[src/rtl/spatz_pkg.sv]
// Shared Spatz types for the vector register file datapath.
// Widths here are the project defaults consumed by the VRF write-port arbiter.
package spatz_pkg;

  localparam int unsigned VrfAddrWidth = 8;
  localparam int unsigned VrfDataWidth = 32;
  localparam int unsigned VrfBeWidth   = VrfDataWidth / 8;
  localparam int unsigned SpatzIdWidth = 3;

  typedef logic [VrfAddrWidth-1:0] vrf_addr_t;
  typedef logic [VrfDataWidth-1:0] vrf_data_t;
  typedef logic [VrfBeWidth-1:0]   vrf_be_t;
  typedef logic [SpatzIdWidth-1:0] spatz_id_t;

endpackage

[src/rtl/spatz_rr_pick.sv]
// Combinational round-robin picker: finds the first set request at or after
// start_i, wrapping around, and reports its index.
module spatz_rr_pick #(
  parameter  int unsigned N    = 2,
  localparam int unsigned IdxW = (N > 1) ? $clog2(N) : 1
) (
  input  logic [N-1:0]    req_i,
  input  logic [IdxW-1:0] start_i,
  output logic            valid_o,
  output logic [IdxW-1:0] idx_o
);

  int unsigned pos;

  always_comb begin
    // NOTE: every output and temporary gets a default first so no path
    // through this block can infer a latch.
    valid_o = 1'b0;
    idx_o   = '0;
    pos     = 0;
    for (int unsigned k = 0; k < N; k++) begin
      pos = (int'(start_i) + k) % N;
      if (!valid_o && req_i[pos]) begin
        valid_o = 1'b1;
        idx_o   = IdxW'(pos);
      end
    end
  end

endmodule

[src/rtl/spatz_vrf_wport_arbiter.sv]
// Arbitrates the single VRF write port between the vector units into a
// one-entry output register: port 0 has priority, the rest share round-robin.
module spatz_vrf_wport_arbiter
  import spatz_pkg::*;
#(
  parameter int unsigned NrPorts = 3,
  parameter int unsigned MaxWait = 8
) (
  input  logic                              clk_i,
  input  logic                              rst_ni,
  input  logic      [NrPorts-1:0]           req_we_i,
  input  vrf_addr_t [NrPorts-1:0]           req_waddr_i,
  input  vrf_data_t [NrPorts-1:0]           req_wdata_i,
  input  vrf_be_t   [NrPorts-1:0]           req_wbe_i,
  input  spatz_id_t [NrPorts-1:0]           req_id_i,
  output logic      [NrPorts-1:0]           req_wvalid_o,
  output vrf_addr_t                         vrf_waddr_o,
  output vrf_data_t                         vrf_wdata_o,
  output vrf_be_t                           vrf_wbe_o,
  output logic                              vrf_we_o,
  input  logic                              vrf_wvalid_i,
  output spatz_id_t                         vrf_id_o,
  output logic                              done_valid_o,
  output logic      [$clog2(NrPorts)-1:0]   done_port_o,
  output spatz_id_t                         done_id_o
);

  localparam int unsigned PortW  = $clog2(NrPorts);
  localparam int unsigned WaitW  = $clog2(MaxWait + 1);
  localparam int unsigned RrN    = NrPorts - 1;
  localparam int unsigned RrIdxW = (RrN > 1) ? $clog2(RrN) : 1;
  localparam logic [WaitW-1:0] WaitMax = WaitW'(MaxWait);

  typedef struct packed {
    vrf_addr_t        waddr;
    vrf_data_t        wdata;
    vrf_be_t          wbe;
    spatz_id_t        id;
    logic [PortW-1:0] src;
  } wreg_t;

  typedef enum logic {
    WrEmpty = 1'b0,
    WrFull  = 1'b1
  } wstate_e;

  wstate_e          state_q, state_d;
  wreg_t            wreg_q, wreg_d;
  logic [PortW-1:0] rr_q, rr_d;
  logic [WaitW-1:0] wait_q [RrN];
  logic [WaitW-1:0] wait_d [RrN];

  logic              free;
  logic              done_valid;
  logic              grant_valid;
  logic [PortW-1:0]  grant_idx;
  logic              starve_hit;
  logic [PortW-1:0]  starve_idx;
  logic              rr_valid;
  logic [RrIdxW-1:0] rr_start;
  logic [RrIdxW-1:0] rr_idx;

  // Low-priority ports live at picker bit p-1; rr_q stays in 1..NrPorts-1.
  assign rr_start = RrIdxW'(rr_q - PortW'(1));

  spatz_rr_pick #(
    .N (RrN)
  ) i_rr_pick (
    .req_i   (req_we_i[NrPorts-1:1]),
    .start_i (rr_start),
    .valid_o (rr_valid),
    .idx_o   (rr_idx)
  );

  assign free = (state_q == WrEmpty) || vrf_wvalid_i;

  // NOTE: reset is synchronous, so the combinational handshakes are masked
  // while rst_ni is low; otherwise a grant or done pulse could fire in a
  // cycle whose capture is discarded by the reset.
  assign done_valid = rst_ni && (state_q == WrFull) && vrf_wvalid_i;

  always_comb begin
    starve_hit = 1'b0;
    starve_idx = '0;
    for (int p = int'(NrPorts) - 1; p >= 1; p--) begin
      if (req_we_i[p] && (wait_q[p-1] == WaitMax)) begin
        starve_hit = 1'b1;
        starve_idx = PortW'(p);
      end
    end

    grant_valid = 1'b0;
    grant_idx   = '0;
    if (rst_ni && free) begin
      if (starve_hit) begin
        grant_valid = 1'b1;
        grant_idx   = starve_idx;
      end else if (req_we_i[0]) begin
        grant_valid = 1'b1;
      end else if (rr_valid) begin
        grant_valid = 1'b1;
        grant_idx   = PortW'(rr_idx) + PortW'(1);
      end
    end
  end

  always_comb begin
    req_wvalid_o = '0;
    for (int unsigned p = 0; p < NrPorts; p++) begin
      req_wvalid_o[p] = grant_valid && (grant_idx == PortW'(p));
    end
  end

  always_comb begin
    state_d = state_q;
    wreg_d  = wreg_q;
    rr_d    = rr_q;

    if (grant_valid) begin
      state_d      = WrFull;
      wreg_d.waddr = req_waddr_i[grant_idx];
      wreg_d.wdata = req_wdata_i[grant_idx];
      wreg_d.wbe   = req_wbe_i[grant_idx];
      wreg_d.id    = req_id_i[grant_idx];
      wreg_d.src   = grant_idx;
      if (grant_idx != '0) begin
        rr_d = (grant_idx == PortW'(NrPorts - 1)) ? PortW'(1) : grant_idx + PortW'(1);
      end
    end else if (done_valid) begin
      state_d = WrEmpty;
    end

    for (int unsigned p = 0; p < RrN; p++) begin
      if (!req_we_i[p+1] || (grant_valid && (grant_idx == PortW'(p + 1)))) begin
        wait_d[p] = '0;
      end else if (wait_q[p] != WaitMax) begin
        wait_d[p] = wait_q[p] + WaitW'(1);
      end else begin
        wait_d[p] = wait_q[p];
      end
    end
  end

  always_ff @(posedge clk_i) begin
    if (!rst_ni) begin
      state_q <= WrEmpty;
      wreg_q  <= '0;
      rr_q    <= PortW'(1);
      for (int unsigned p = 0; p < RrN; p++) begin
        wait_q[p] <= '0;
      end
    end else begin
      state_q <= state_d;
      wreg_q  <= wreg_d;
      rr_q    <= rr_d;
      for (int unsigned p = 0; p < RrN; p++) begin
        wait_q[p] <= wait_d[p];
      end
    end
  end

  assign vrf_we_o     = (state_q == WrFull);
  assign vrf_waddr_o  = wreg_q.waddr;
  assign vrf_wdata_o  = wreg_q.wdata;
  assign vrf_wbe_o    = wreg_q.wbe;
  assign vrf_id_o     = wreg_q.id;
  assign done_valid_o = done_valid;
  assign done_port_o  = done_valid ? wreg_q.src : '0;
  assign done_id_o    = done_valid ? wreg_q.id  : '0;

endmodule

[config.mk]
export PLATFORM = sky130hd
export DESIGN_NAME = spatz_vrf_wport_arbiter
export DESIGN_NICKNAME = d
export VERILOG_FILES = /design/src/rtl/spatz_pkg.sv /design/src/rtl/spatz_rr_pick.sv /design/src/rtl/spatz_vrf_wport_arbiter.sv
export SDC_FILE = /design/constraint.sdc
export NUM_CORES = 1
export LEC_CHECK = 0
export CELL_PAD_IN_SITES_DETAIL_PLACEMENT = 0
export CELL_PAD_IN_SITES_GLOBAL_PLACEMENT = 1
export CORE_ASPECT_RATIO = 1.4
export CORE_MARGIN = 2
export CORE_UTILIZATION = 29
export DETAILED_ROUTE_END_ITERATION = 7
export GPL_TIMING_DRIVEN = 0
export PLACE_DENSITY_LB_ADDON = 0.25
export SETUP_SLACK_MARGIN = 0.3
export SYNTH_ARGS = -nofsm -noshare
export SYNTH_HDL_FRONTEND = slang
export SYNTH_HIERARCHICAL = 1
export SYNTH_SLANG_ARGS = --single-unit
[constraint.sdc]
create_clock -name clk_i -period 6.2 [get_ports clk_i]
set_clock_uncertainty 0.2 [all_clocks]
set_input_delay 1.86 -clock clk_i [delete_from_list [all_inputs] [get_ports clk_i]]
set_output_delay 1.86 -clock clk_i [all_outputs]
set_load 0.1 [all_outputs]
## After elaboration in Yosys (flattened, before gate mapping)

Memory sizes are Yosys's and may differ from the RTL's.
Cells that the tools add are included.

| operators by class | value |
|---|---|
| bitwise gates (word level) | 3 |
| $add $sub $neg | 6 |
| eq/ne operators | 6 |
| shift-type cells | 0 |
| multiplexer cells | 41 |
| multipliers | 0 |
| magnitude comparators | 3 |
| div/mod/pow operators | 0 |
| reduce and logical (&&, ||, !) cells | 19 |

Operators with widths:

| operator | count |
|---|---|
| 32-bit binary-select mux with 2-bit select | 1 |
| 32-bit two-way mux | 1 |
| 4-bit two-way mux | 7 |
| 1-bit two-way mux | 19 |
| 8-bit binary-select mux with 2-bit select | 1 |
| 2-bit two-way mux | 7 |
| 1-bit logical AND | 9 |
| 4-bit by 1-bit adder with 4-bit output (second input constant) | 2 |
| 4-bit binary-select mux with 2-bit select | 1 |
| 4-bit equality test (second input constant) | 2 |
| 8-bit two-way mux | 1 |
| 4-bit != test (second input constant) | 2 |
| 3-bit binary-select mux with 2-bit select | 1 |
| 3-bit two-way mux | 2 |
| 1-bit by 2-bit < comparator with 1-bit output (second input constant) | 2 |
| 2-bit nonzero test | 2 |
| 1-bit logical NOT | 3 |
| 1-bit logical OR | 3 |
| 2-bit by 3-bit < comparator with 1-bit output (second input constant) | 1 |
| 1-bit adder (second input constant) | 2 |
| 1-bit by 1-bit adder with 2-bit output (second input constant) | 1 |
| 2-bit by 1-bit equality test with 1-bit output (second input constant) | 1 |
| 2-bit equality test (second input constant) | 1 |
| 2-bit logical NOT | 1 |
| 4 further kinds | 5 |

| storage, ports and cells | value |
|---|---|
| bits in registers | 51 |
| bits in read-only memories | 0 |
| memories kept | 1 |
| latch bits | 0 |
| memory bits (writable) | 8 |
| output and inout port bits | 57 |

Memories:

| name | words | width | read ports | clocked after memory_dff | wr ports | line | text |
|---|---|---|---|---|---|---|---|
| wait_q | 2 | 4 | 2 | 0 | 2 | spatz_vrf_wport_arbiter.sv:50 | `logic [WaitW-1:0] wait_q [RrN];` |

## Longest topological paths before layout

| depth | value |
|---|---|
| depth after elaboration | 17 |
| mapped depth | 9 |
| depth with buffers taken out | 7 |

## By module

The synthesis kept the hierarchy.

Modules (own cells, without submodules):

| module | sequential area each (µm²) | cells an instance | area each (µm²) | times used |
|---|---|---|---|---|
| spatz_vrf_wport_arbiter | 1,181.1 | 410 | 3,568.4 | 1 |
| spatz_rr_pick | 0.0 | 3 | 17.5 | 1 |

## Worst setup path before layout

No wires, ideal clock.

| path | value |
|---|---|
| kind | input port to output port |
| start point | in req_we_i[2] |
| end point | out req_wvalid_o[1] |
| data required time | 4,140 ps |
| stages on the path | 4 |
| arrival | 3,916 ps |
| slack | 224 ps |
| path buffers | 0 |
| path through | a21boi_1 > or3b_1 > o21a_1 > nor2_1 |

| on the way | value |
|---|---|
| word-level cells in the longest chain between the ends | 13 |

RTL lines:

| what | line | text |
|---|---|---|
| from (decl) | spatz_vrf_wport_arbiter.sv:11 | `input logic [NrPorts-1:0] req_we_i,` |
| 1-bit two-way mux (not written as such) (2 in series) | spatz_rr_pick.sv:23 | `if (!valid_o && req_i[pos]) begin` |
| 1-bit two-way mux | spatz_rr_pick.sv:23 |  |
| 1-bit logical NOT | spatz_rr_pick.sv:23 |  |
| 1-bit logical AND | spatz_rr_pick.sv:23 |  |
| 1-bit two-way mux | spatz_rr_pick.sv:23 |  |
| 1-bit by 1-bit adder with 2-bit output | spatz_vrf_wport_arbiter.sv:102 | `grant_idx = PortW'(rr_idx) + PortW'(1);` |
| 2-bit two-way mux | spatz_vrf_wport_arbiter.sv:100 | `end else if (rr_valid) begin` |
| 2-bit two-way mux | spatz_vrf_wport_arbiter.sv:98 | `end else if (req_we_i[0]) begin` |
| 2-bit two-way mux | spatz_vrf_wport_arbiter.sv:95 | `if (starve_hit) begin` |
| 2-bit two-way mux | spatz_vrf_wport_arbiter.sv:94 | `if (rst_ni && free) begin` |
| 2-bit by 1-bit equality test with 1-bit output | spatz_vrf_wport_arbiter.sv:110 | `req_wvalid_o[p] = grant_valid && (grant_idx == PortW'(p));` |
| 1-bit logical AND * | spatz_vrf_wport_arbiter.sv:110 |  |
| to (decl) | spatz_vrf_wport_arbiter.sv:16 | `output logic [NrPorts-1:0] req_wvalid_o,` |

Every way passes the cells marked *; elsewhere a longest branch is shown, timed or not. The select of a mux whose other input is x is not followed.

## Worst setup path after layout

| path | value |
|---|---|
| start point | in req_we_i[2] |
| end point | out req_wvalid_o[0] |

| on the way | value |
|---|---|
| word-level cells in the longest chain between the ends | 13 |

RTL lines:

| what | line |
|---|---|
| 1-bit two-way mux (not written as such) (2 in series) | spatz_rr_pick.sv:23 |
| 1-bit two-way mux | spatz_rr_pick.sv:23 |
| 1-bit logical NOT | spatz_rr_pick.sv:23 |
| 1-bit logical AND | spatz_rr_pick.sv:23 |
| 1-bit two-way mux | spatz_rr_pick.sv:23 |
| 1-bit by 1-bit adder with 2-bit output | spatz_vrf_wport_arbiter.sv:102 |
| 2-bit two-way mux | spatz_vrf_wport_arbiter.sv:100 |
| 2-bit two-way mux | spatz_vrf_wport_arbiter.sv:98 |
| 2-bit two-way mux | spatz_vrf_wport_arbiter.sv:95 |
| 2-bit two-way mux | spatz_vrf_wport_arbiter.sv:94 |
| 2-bit logical NOT | spatz_vrf_wport_arbiter.sv:110 |
| 1-bit logical AND * | spatz_vrf_wport_arbiter.sv:110 |

Marks and branches as above.

==> results_dict.tcl <==
set metrics [dict create \
    min_period_ps 5800 \
    final.setup.worst_slack_ps 398 \
    synthMuxAreaShare 0.00314 \
    critical_path_class "primary input to output port" \
    ir_drop_mv 0.117 \
    synth_compound_gate_area_share 0.227 \
    synth_xor_area_frac 0.00977 \
    via_per_inst 5.14 \
    p_leak_nw 2.33 \
    status "finished, final reports clean" \
    core-area_sq_um 12200 \
    final_net_count 779 \
    dr.pass1.iters 5 \
    synthSimpleGateAreaFrac 0.247 \
    power.density_nw_per_um2 256 \
    drc 0 \
    cp_max_fo 10 \
    yosys-top-cells-area "dfxtp_1, and4_1, a221oi_1" \
    avgRoutedWirePerCell_um 17.3 \
    worst_setup_path_start_kind "primary input" \
    cts_buffer_depth 2 \
    total_power_w 0.00155 \
    synth_top_area_frac 0.329 \
    syn_avg_cell_area_sq_um 8.68 \
    insertion_delay_ps 320 \
    start_util 0.294 \
    setup_viol 0 \
    cp.arrival_ps 3740 \
    drtIter0Drc 70 \
    synth_adder_area_share 0.0140 \
    ys_seq_area_frac 0.329 \
    n_antenna_cell 0 \
    drive_gt1_frac 0.153 \
    place_ws_ps -595 \
    numCtsBuffers 9 \
    synth_fp_nets 564 \
    rsz0062_at_grt "yes" \
    grt.total_usage 0.203 \
    dieArea_sq_um 13300 \
    grt_max_degree 11 \
    cts_root_buf "clkbuf_16" \
    synthArstFlopShare 0 \
    cts_tree "built" \
    synth_seq_cells 59 \
    cts.sinks 59 \
    end_kind "output port" \
    die_x_um 98.0 \
    grt_pass1_wl_mm 21.3 \
    first_global_vias 4324 \
    pin_count 204 \
    drv_cap 0 \
    hold_viol_final 0 \
    crit_required_ps 4140 \
    num_rows 48 \
    synth-edff-count 0 \
    gp_congestion 0.799 \
    slew_headroom 0.301 \
    routed_wl_mm 13.6 \
    holdCritPathClass "flop to flop" \
    synth_cells 413 \
    fmax_ghz 0.172 \
    slew_viol_final 0 \
    die-height_um 136 \
    port-buffer-count 203 \
    antenna_found_initial 0 \
    cts_max_level 3 \
    synth_top_area_cell "dfxtp_1" \
    period_share 0.936 \
    grt_overflow 0 \
    reg2reg_slack_ps 3810 \
    dp_hpwl_mm 10.5 \
    final_antenna_net_count 0 \
    clkTransAtPathRegs_ps 50 \
    worst_pin_slew_ps 1040 \
    yosys_warnings 6 \
    netlist_area_sq_um 3590 \
    vias 4026 \
    syn2layout_area_growth_pct 69.2 \
    synthFlopType "dfxtp_1" \
    synth_cell_types 37 \
    synth_top_family_by_area "simple AND/OR/NAND/NOR gates" \
]
==> cell usage after synthesis (7+ instances only) <==
cell type and instances:
a21oi_1 7, a221oi_1 46, and2_1 7, and4_1 47, buf_2 10, buf_4 50
buf_6 7, clkbuf_1 21, dfxtp_1 59, nand2_1 7, nand3_1 49, nor2_1 8
o21ai_0 16, o21ai_1 34
==> critical path, stage by stage <==
cell and delay (ps):
clkdlybuf4s50_1 490, nand4b_1 170, clkbuf_2 270, clkbuf_1 370
and4_1 250, clkbuf_4 320
==> worst paths after layout <==
kind                  start         endpoint  cells past startpoint
max             req_we_i[2]  req_wvalid_o[0]                      6
min          vrf_waddr_o[5]   vrf_waddr_o[5]                      2
max reg2reg    wait_q[0][4]      vrf_id_o[0]                      8
min reg2reg  vrf_waddr_o[5]   vrf_waddr_o[5]                      2
==> kinds of logic (layout without fill, tap and decap cells) <==
kind of cell	count (synthesis)	after routing
AO/OA/AOI/OAI	115	115
XOR/XNOR	4	4
adder cells (fa/ha/maj)	4	4
buffers and inverters	94	314
flip-flops	59	59
multiplexers	1	1
AND/OR/NAND/NOR	136	136
==> metal layers <==
layer / up-vias / share of wire / global-route usage
li1: 1973 / - / -
met5: - / 0 / 0
met4: 0 / 0.033 / 0.103
met1: 1894 / 0.40 / 0.218
met2: 128 / 0.53 / 0.378
met3: 31 / 0.042 / 0.0372
==> power breakdown <==
part | internal, W | switching, W
clock network | 0.000291 | 0.000167
logic | 0.000242 | 0.000412
registers | 0.000421 | 0.0000206
==> cell usage in the layout, fill, tap and decap left out, drive strengths merged, types with 3 or more instances in the layout <==
cell type | Yosys | routed
a21oi | 7 | 7
a221oi | 46 | 46
a22oi | 3 | 3
and2 | 7 | 7
and4 | 47 | 47
buf | 67 | 70
clkbuf | 21 | 42
clkdlybuf4s50 | 0 | 194
dfxtp | 59 | 59
ha | 4 | 4
inv | 6 | 6
nand2 | 7 | 7
nand2b | 3 | 3
nand3 | 49 | 49
nor2 | 8 | 8
o21a | 3 | 3
o21ai | 50 | 50
==> sequential cells by signal, summed over array words and instances (netlist names) <==
signal       count
vrf_wdata_o     32
vrf_waddr_o      8
wait_q           8
vrf_wbe_o        4
vrf_id_o         3
wreg_q           2
rr_q             1
vrf_we_o         1
==> final cells by class <==
class	count	area, sq um
sequential	59	1180
inverter	6	22.5
buffer	88	586
fill	1168	6120
tap	150	188
clock buffer	14	264
timing repair buffer	204	2010
clock inverter	2	10.0
multi-input combinational	260	1800
==> through the flow <==
stage	setup TNS, ps	util	hold slack [ps]	area, sq um	cells
2_1_floorplan	0	-	238	3590	413
3_3_place_gp	-4800	0.476	250	5810	766
3_5_place_dp	-4790	0.476	253	5810	766
4_1_cts	0	0.497	260	6060	783
5_1_grt	0	0.498	275	6070	783
6_report	0	0.498	257	6070	783
==> what timing repair did <==
item | CTS | global route
setup endpoints to repair | 9 | 8
hold endpoints to repair | 0 | 0
buffers inserted | 1 | 0
resized for setup | 46 | 9
hold buffers | 0 | 0
pin swaps | 1 | 0
No activity file was read; power rests on OpenSTA's default activity.
